## config.mk

```make
export PLATFORM = sky130hd
export DESIGN_NAME = alu_arbiter
export DESIGN_NICKNAME = d
export VERILOG_FILES = /design/src/rtl/alu_arbiter.sv
export SDC_FILE = /design/constraint.sdc
export NUM_CORES = 1
export LEC_CHECK = 0
export CORE_MARGIN = 4
export CORE_UTILIZATION = 38
export CTS_BUF_LIST = sky130_fd_sc_hd__clkbuf_4
export CTS_CLUSTER_DIAMETER = 150
export CTS_CLUSTER_SIZE = 10
export DETAILED_ROUTE_END_ITERATION = 16
export PLACE_DENSITY = 0.83
export SYNTH_ARGS = -nofsm -noshare
export SYNTH_HDL_FRONTEND = slang
export SYNTH_SLANG_ARGS = --single-unit
```

## constraint.sdc

```tcl
create_clock -name clk -period 3.1 [get_ports clk]
set_clock_uncertainty 0.2 [all_clocks]
set_input_delay 0.775 -clock clk [delete_from_list [all_inputs] [get_ports clk]]
set_output_delay 0.775 -clock clk [all_outputs]
set_load 0.03 [all_outputs]
```

## src/rtl/alu_arbiter.sv

```systemverilog
// Round-robin arbiter sharing one combinational ALU between two requesters.
// Accepted op runs on the ALU for one cycle; the result is held until taken.
module alu_arbiter #(
    parameter int WIDTH = 32
) (
    input  logic             clk,
    input  logic             reset,
    input  logic             req0_valid,
    output logic             req0_ready,
    input  logic [2:0]       req0_op,
    input  logic [WIDTH-1:0] req0_a,
    input  logic [WIDTH-1:0] req0_b,
    input  logic             req1_valid,
    output logic             req1_ready,
    input  logic [2:0]       req1_op,
    input  logic [WIDTH-1:0] req1_a,
    input  logic [WIDTH-1:0] req1_b,
    output logic [2:0]       alu_op,
    output logic [WIDTH-1:0] alu_a,
    output logic [WIDTH-1:0] alu_b,
    input  logic [WIDTH-1:0] alu_result,
    input  logic             alu_carryout,
    input  logic             alu_overflow,
    input  logic             alu_zero,
    output logic             rsp_valid,
    input  logic             rsp_ready,
    output logic             rsp_id,
    output logic [WIDTH-1:0] rsp_result,
    output logic [2:0]       rsp_flags
);

    typedef enum logic [1:0] {
        IDLE,
        EXEC,
        RESP
    } arbState;

    arbState state;
    arbState nextState;
    logic    lastGrant;
    logic    grant;
    logic    accept;

    // Ties and the no-request case both favour the side not served last.
    always_comb begin
        grant = 1'b0;
        unique case (1'b1)
            (req0_valid && !req1_valid): grant = 1'b0;
            (req1_valid && !req0_valid): grant = 1'b1;
            default:                     grant = !lastGrant;
        endcase
    end

    always_comb begin
        nextState  = state;
        req0_ready = 1'b0;
        req1_ready = 1'b0;
        accept     = 1'b0;
        case (state)
            IDLE: begin
                req0_ready = !reset && !grant;
                req1_ready = !reset && grant;
                accept     = !reset && (grant ? req1_valid : req0_valid);
                if (accept) begin
                    nextState = EXEC;
                end
            end
            EXEC: nextState = RESP;
            RESP: begin
                if (rsp_ready) begin
                    nextState = IDLE;
                end
            end
            default: nextState = IDLE;
        endcase
    end

    always_ff @(posedge clk) begin
        if (reset) begin
            state <= IDLE;
        end else begin
            state <= nextState;
        end
    end

    assign rsp_valid = (state == RESP);

    // Operand registers drive the ALU directly, so it only sees changes on accept.
    always_ff @(posedge clk) begin
        if (reset) begin
            alu_op     <= '0;
            alu_a      <= '0;
            alu_b      <= '0;
            rsp_id     <= 1'b0;
            lastGrant  <= 1'b1;
            rsp_result <= '0;
            rsp_flags  <= '0;
        end else begin
            if (accept) begin
                alu_op    <= grant ? req1_op : req0_op;
                alu_a     <= grant ? req1_a : req0_a;
                alu_b     <= grant ? req1_b : req0_b;
                rsp_id    <= grant;
                lastGrant <= grant;
            end
            if (state == EXEC) begin
                rsp_result <= alu_result;
                rsp_flags  <= {alu_carryout, alu_overflow, alu_zero};
            end
        end
    end

endmodule
```

* Yosys cells after proc, flatten, opt, wreduce, memory -nomap -nowiden
Cells that the tools add are included.
** Word-level totals
- Word-level logic and storage cells :: 35
- Bits in latches :: 0
- Register bits :: 106
- RAM bits :: 0
- Memory bits (read-only) :: 0
- Memories kept :: 0
- Output and inout bits :: 106
** Operators by class
- Reductions and logical operators :: 12
- Order comparisons :: 0
- Equality and inequality tests :: 4
- Div/mod/pow operators :: 0
- Shift-type cells :: 0
- Bitwise operators :: 0
- Multipliers :: 0
- Muxes and demuxes :: 11
- Add/sub/neg operators :: 0
** Operators by type and width (count)
- 32-bit two-way mux :: 2
- 2-bit case mux with 3 select lines :: 1
- 1-bit logical AND :: 5
- 1-bit zero test :: 5
- 1-bit two-way mux :: 4
- 2-bit two-way mux :: 2
- 3-bit two-way mux :: 1
- 2-bit by 1-bit equality test with 1-bit output, second input constant :: 1
- 2-bit equality test, second input constant :: 1
- 2-bit zero test :: 1
- 2-bit by 1-bit != test with 1-bit output, second input constant :: 1
- 2-bit != test, second input constant :: 1
- 1-bit case mux with 2 select lines :: 1
- 2-bit AND reduction :: 1

* Logic depth before layout (Yosys ltp)
Gate-level depths: netlist of run 1.
- Depth in word-level cells :: 7
- Mapped depth :: 8
- Mapped depth without buffers :: 6

* Worst setup path before layout of run 1
Ideal clock, no wire load.
- Kind :: input-to-output
- From :: input req0_valid
- To :: output req1_ready
- Data required time :: 2.125 ns
- Data arrival time :: 2.197 ns
- Stages on the path :: 7
- Setup slack :: -0.072 ns
- Cells stage by stage :: inv_1 ha_1 nor2_1 a21oi_1 buf_4 buf_4 nor2_1
** On the way
- Cells in the longest elaborated chain, start to end :: 5
- Elaborated cells on any way between the ends :: 6
** Ends and longest elaborated chain
- start: declaration :: RTL line 8 : input logic req0_valid,
- 1-bit zero test :: RTL line 49 : (req1_valid && !req0_valid): grant = 1'b1;
- 1-bit logical AND :: RTL line 49
- 1-bit case mux with 2 select lines * :: RTL line 47 : unique case (1'b1)
- 1-bit logical AND * :: RTL line 62 : req1_ready = !reset && grant;
- 1-bit two-way mux * :: RTL line 59 : case (state)
- end: declaration :: RTL line 14 : output logic req1_ready,
Every way passes the cells marked *; elsewhere a longest branch is shown, timed or not.

* Final worst setup path of run 1
- From :: input req0_valid
- To :: output req0_ready
** On the way
- Cells in the longest elaborated chain, start to end :: 6
- Elaborated cells on any way between the ends :: 7
** Ends and longest elaborated chain
- 1-bit zero test :: RTL line 49
- 1-bit logical AND :: RTL line 49
- 1-bit case mux with 2 select lines * :: RTL line 47
- 1-bit zero test * :: RTL line 61 : req0_ready = !reset && !grant;
- 1-bit logical AND * :: RTL line 61
- 1-bit two-way mux * :: RTL line 59
- end: declaration :: RTL line 9 : output logic req0_ready,
Marks and branches as above.

==> results.json, run 1 <==
{
  "avgSynthCellArea_um2": 9.32,
  "ir_drop_uv": 282,
  "clk_pin_slew_ns": 0.16,
  "start_util": 0.389,
  "finalCriticalPeriod_ns": 3.04,
  "drc": 0,
  "die_w_um": 116,
  "clockBufferDepth": 2,
  "cts-htree-levels": 3,
  "start_kind": "input pin",
  "yosysSeqAreaShare": 0.476,
  "grt_pass1_wl_um": 21600,
  "die-area_um2": 13500,
  "rsz0062_at_grt": "no",
  "fmax_mhz": 329,
  "hold_buffers": 0,
  "final_max_slew_viol_count": 0,
  "post-dp-hpwl_um": 10800,
  "netlist_instances": 478,
  "hold_viol_final": 0,
  "clk_latency_ns": 0.43,
  "rr_endpoint": "alu_a[19]",
  "pwr_density_cell_nw_per_um2": 472,
  "drt_iter0_drc": 211,
  "regToRegSetupSlack_ns": 1.08,
  "final_antenna_net_count": 0,
  "routed_via_density": 4.99,
  "final.setup.tns_ns": 0,
  "synth_top_area_share": 0.476,
  "setup_viol": 0,
  "syn_nets": 655,
  "track_usage": 0.200,
  "min_to": "rsp_result[28]",
  "yosysTopAreaCell": "dfxtp_1",
  "nFillCells": 965,
  "synth_area_um2": 4460,
  "cts_buffers": 9,
  "outcome": "completed",
  "r2r-start": "state[1]",
  "cts_tree": "yes",
  "vias": 4422,
  "synth_area_leaders": "dfxtp_1 (48%), mux2i_1 (15%), nand3b_1 (11%)",
  "first_pass_iters": 4,
  "hold_path.class": "register to register",
  "end_kind": "output pin",
  "antenna_found_initial": 0,
  "min_from": "rsp_result[28]",
  "final_util": 0.655,
  "io_pins": 280,
  "reg2reg_depth": 5,
  "wl_per_cell_um": 16.1,
  "place_congestion": 0.790,
  "drv_cap": 0,
  "routed_wl_um": 14300,
  "ys_ff_latch": 106,
  "clockRootBuffer": "clkbuf_4",
  "io_buffers": 279,
  "synthSimpleGateAreaFrac": 0.190,
  "synthXorXnorAreaFrac": 0,
  "fp.dieH_um": 116,
  "fin_crit_sh": 0.981,
  "diodes": 0,
  "required_ns": 2.12,
  "worst-path-max-fanout": 3,
  "rows": 39,
  "synthAdderAreaFrac": 0.00842,
  "min_path_cells": 2,
  "synth_compound_area_frac": 0.120,
  "yosysWarnings": 0,
  "worstMarginPinSlew_ns": 0.922,
  "synth_top_family_by_area": "simple AND/OR/NAND/NOR gates",
  "ys_types": 23,
  "grt_max_degree": 106,
  "synthMuxAreaShare": 0.151,
  "p_leak_nw": 3.03,
  "overflow": 0,
  "max-slew-margin-rel": 0.385,
  "core-area_um2": 11500,
  "drive_gt1_frac": 0.0552,
  "path_class": "input pin to output pin",
  "cts_sinks": 106,
  "finalNetCount": 915,
  "first_global_vias": 4483,
  "critPathArrivalTime_ns": 2.07,
  "syn_to_final_growth_pct": 68.7
}
==> synth_stat cells (all sizes together) <==
cell type	n
a21oi	38
a221o	1
buf	15
clkbuf	26
clkinv	1
dfxtp	106
ha	3
inv	3
mux2i	67
nand2	72
nand2b	2
nand3b	67
nor2	3
nor2b	2
nor3	1
nor3b	2
o21ai	67
or2	1
or3	1
==> cells by family (layout without fill, tap and decap cells) <==
family,after synthesis,in the layout
AND/OR/NAND/NOR,151,151
AO/OA/AOI/OAI,106,106
adder cells (fa/ha/maj),3,3
multiplexers,67,67
flip-flops,106,106
buffers and inverters,45,310
==> cells in the final DEF, fill, tap and decap left out, drive strengths merged, types with 3 or more instances in the layout <==
cell	instances
nor2	3
o21ai	67
mux2i	67
nand2	72
inv	7
dfxtp	106
buf	14
clkdlybuf4s50	276
clkbuf	9
a21oi	38
nand3b	67
ha	3
==> critical path, stage by stage <==
cell and delay (ns):
clkdlybuf4s50_1 0.47, inv_2 0.06, buf_4 0.13, ha_2 0.18, nand2_1 0.08, nor3b_2 0.17, buf_4 0.19
==> metrics by stage <==
step                total power [W]  instances  hold WS (ns)  setup slack, ns  instance area [um^2]
floorplan                   0.00224        478         0.282           0.0573                  4460
global placement            0.00280        870         0.242           -0.123                  7330
detailed placement          0.00283        870         0.248           -0.141                  7330
CTS                         0.00358        886         0.268          0.00839                  7510
global route                0.00372        886         0.290          0.00321                  7510
finish                      0.00355        886         0.263           0.0587                  7510
==> timing repair <==
action	in CTS	in global routing
setup endpoints to repair	2	2
resized for setup	4	3
pin swaps	0	2
setup buffers	0	0
==> cell type report <==
cell class | count | area, um^2 | share of cell area
timing repair buffer | 290 | 2900 | 0.386
multi-input combinational | 327 | 2140 | 0.285
sequential | 106 | 2120 | 0.282
tap | 143 | 179 | 0.0238
clock inverter | 7 | 81.3 | 0.0108
clock buffer | 9 | 67.6 | 0.00899
inverter | 4 | 20.0 | 0.00266
==> worst max path at each step <==
stage	cells after the start	endpoint	start	slack (ns)
finish	7	req0_ready	req0_valid	0.06
global route	7	req0_ready	req0_valid	0.003
CTS	7	req0_ready	req0_valid	0.008
detailed placement	7	req1_ready	req0_valid	-0.14
global placement	7	req1_ready	req0_valid	-0.12
floorplan	7	req1_ready	req0_valid	0.06
==> where the power goes <==
| part | switching [W] | leakage (nW) | total (W) | internal [W] |
|---|---|---|---|---|
| combinational | 0.000619 | 2.08 | 0.00121 | 0.000595 |
| clock | 0.000489 | 0.0779 | 0.000748 | 0.000260 |
| sequential | 0.0000755 | 0.873 | 0.00158 | 0.00151 |
==> per-layer routing <==
layer,global-route usage,wire length (um)
met2,0.346,6860
met4,0.0913,471
met1,0.213,5250
met5,0,0
met3,0.0798,1720
==> sequential cells by signal, indices dropped and copies added (netlist names) <==
name	flops
alu_op	3
alu_a	32
alu_b	32
rsp_result	32
rsp_flags	3
state	2
rsp_id	1
lastGrant	1
Note: power is estimated with default switching activity, not from simulation.
==> inputs of run 2 (changes only) <==
--- a/config.mk
+++ b/config.mk
@@ -6,12 +6,11 @@
 export NUM_CORES = 1
 export LEC_CHECK = 0
 export CORE_MARGIN = 4
-export CORE_UTILIZATION = 38
+export CORE_UTILIZATION = 24
 export CTS_BUF_LIST = sky130_fd_sc_hd__clkbuf_4
-export CTS_CLUSTER_DIAMETER = 150
+export CTS_CLUSTER_DIAMETER = 40
 export CTS_CLUSTER_SIZE = 10
 export DETAILED_ROUTE_END_ITERATION = 16
-export PLACE_DENSITY = 0.83
 export SYNTH_ARGS = -nofsm -noshare
 export SYNTH_HDL_FRONTEND = slang
 export SYNTH_SLANG_ARGS = --single-unit
==> run 2 against run 1 <==
Against the previous run: register-to-register slack about the same; clock power is 0.7% lower; cell count rose by 10%; critical path depth increased by 1; sequential share of layout area decreased by 0.50 points; non-clock buffer count increased by 6; critical endpoint unchanged.
==> results.json, run 2 (synthesis results as in run 1) <==
{
  "path_cells": "dlygate4sd2_1 > inv_2 > ha_4 > nor2_1 > buf_4 > nor3b_4 > buf_4 > buf_12",
  "worstMarginPinSlew_ns": 0.970,
  "start_util": 0.246,
  "crit_path_max_incr_delay_ns": 0.27,
  "fmax_mhz": 341,
  "critPathArrivalTime_ns": 1.96,
  "first_global_vias": 4511,
  "diodes": 0,
  "overflow": 0,
  "post-dp-hpwl_um": 11700,
  "clk_pin_slew_ns": 0.15,
  "final_common_cell": "clkdlybuf4s50_1",
  "outcome": "completed",
  "cts_sinks": 106,
  "grt_pass1_wl_um": 23500,
  "fin_crit_sh": 0.946,
  "start_kind": "input pin",
  "setup_viol": 0,
  "finalCriticalPeriod_ns": 2.93,
  "reg_top3": "alu_a (32), alu_b (32), rsp_result (32)",
  "dp_cells": 961,
  "vias": 4395,
  "drc": 0,
  "instances_no_fill": 978,
  "io_pins": 280,
  "p_int_w": 0.00238,
  "final_util": 0.423,
  "worst-path-max-fanout": 4,
  "syn_to_final_growth_pct": 71.7,
  "cts_tree": "yes",
  "routed_via_density": 4.49,
  "drive_gt1_frac": 0.0614,
  "drv_cap": 0,
  "setup_ws_ns": 0.167,
  "nFillCells": 1742,
  "track_usage": 0.143,
  "grt_max_degree": 106,
  "ir_drop_uv": 203,
  "multi_input_area_um2": 2130,
  "drt_iter0_drc": 145,
  "required_ns": 2.12,
  "max-slew-margin-rel": 0.354,
  "cts-htree-levels": 3,
  "place_congestion": 0.739,
  "stdcell_area_um2": 7650,
  "cpMaxStageDelayCell": "ha_4",
  "hold_buffers": 0,
  "first_pass_iters": 6,
  "finalNetCount": 921,
  "combPwrFrac": 0.347,
  "clockRootBuffer": "clkbuf_4",
  "p_clk_frac": 0.209,
  "die_w_um": 144,
  "io_buffers": 279,
  "fp.dieH_um": 144,
  "cts_buffers": 9,
  "final_max_slew_viol_count": 0,
  "crit_path_frequent_cell": "buf_4",
  "clk_latency_ns": 0.47,
  "swShare": 0.331,
  "routed_wl_um": 15600,
  "wl_per_cell_um": 15.9,
  "rows": 49,
  "end_kind": "output pin",
  "path_class": "input pin to output pin",
  "clockBufferDepth": 2,
  "core-area_um2": 18100,
  "p_leak_nw": 3.07,
  "switchingPower_w": 0.00118,
  "seqPwrFrac": 0.444,
  "final_cell_mix": "clkdlybuf4s50_1 (274), dfxtp_1 (106), nand2_1 (72)",
  "pwr_density_cell_nw_per_um2": 465,
  "rsz0062_at_grt": "no",
  "final_antenna_net_count": 0,
  "hold_path.class": "register to register",
  "antenna_found_initial": 0,
  "die-area_um2": 20800,
  "ff_latch_area_um2": 2120,
  "dpl_worst_slack_ns": -0.296,
  "hold_viol_final": 0,
  "hold_slack_ns": 0.264,
  "placed_cell_area_um2": 7480
}
## run 2: cell types whose count changed in the layout (fill, tap and decap cells not counted), sizes merged
cell           delta
clkinv            +1
dlygate4sd2       +2
clkbuf            +2
inv               -2
clkinvlp          -1
clkdlybuf4s50     -2
buf               +6
## run 2: per-stage QoR
step                setup TNS [ns]  total power (W)
global placement            -0.670          0.00284
CTS                              0          0.00363
finish                           0          0.00356
detailed placement           -1.81          0.00286
global route                     0          0.00376
floorplan                        0          0.00224
## run 2: power groups by stage
stage               registers, W  logic [W]  clock network (W)
floorplan                0.00188   0.000356                  0
global placement         0.00161    0.00123                  0
detailed placement       0.00161    0.00124                  0
CTS                      0.00158    0.00125           0.000790
global route             0.00160    0.00132           0.000843
finish                   0.00158    0.00124           0.000743
## run 2: worst max-delay path: cells and delay by family
kind | cells | cell delay, ns
adder cells (fa/ha/maj) | 1 | 0.27
buffers and inverters | 5 | 0.67
AND/OR/NAND/NOR | 2 | 0.24
## run 2: layout make-up
class / instances / share of cell area
clock buffer: 11 / 0.0108
clock inverter: 5 / 0.00801
inverter: 4 / 0.00262
sequential: 106 / 0.277
tap: 229 / 0.0374
multi-input combinational: 327 / 0.279
timing repair buffer: 296 / 0.385
## run 2: timing repair
item | 4_1_cts | 5_1_grt
gates resized for setup | 7 | 0
setup buffers | 1 | 0
endpoints found under the hold margin | 0 | 0
setup endpoints to repair | 2 | 0
## run 2: worst paths after layout
kind	depth (start not counted)	startpoint	slack, ns	to
setup / recovery	8	req1_valid	0.17	req0_ready
hold / removal	2	rsp_result[31]	0.26	rsp_result[31]
setup reg to reg	5	state[1]	1.08	alu_b[13]
hold reg to reg	2	rsp_result[31]	0.26	rsp_result[31]
## run 2: per-layer routing
metal | routed length, um | global-route usage | part of all wire | vias to the layer above
li1 | - | - | - | 2179
met1 | 6060 | 0.156 | 0.39 | 2033
met2 | 7830 | 0.261 | 0.50 | 171
met3 | 1540 | 0.0552 | 0.099 | 12
met4 | 165 | 0.0334 | 0.011 | 0
met5 | 0 | 0 | 0 | -
==> inputs of run 3 (changes only) <==
--- a/config.mk
+++ b/config.mk
@@ -5,12 +5,14 @@
 export SDC_FILE = /design/constraint.sdc
 export NUM_CORES = 1
 export LEC_CHECK = 0
+export CAP_MARGIN = 5
 export CORE_MARGIN = 4
 export CORE_UTILIZATION = 24
 export CTS_BUF_LIST = sky130_fd_sc_hd__clkbuf_4
 export CTS_CLUSTER_DIAMETER = 40
 export CTS_CLUSTER_SIZE = 10
 export DETAILED_ROUTE_END_ITERATION = 16
+export SKIP_LAST_GASP = 1
 export SYNTH_ARGS = -nofsm -noshare
 export SYNTH_HDL_FRONTEND = slang
 export SYNTH_SLANG_ARGS = --single-unit
==> results of run 3 <==
Same layout as run 2: the final DEF is identical, and so are final timing and power.
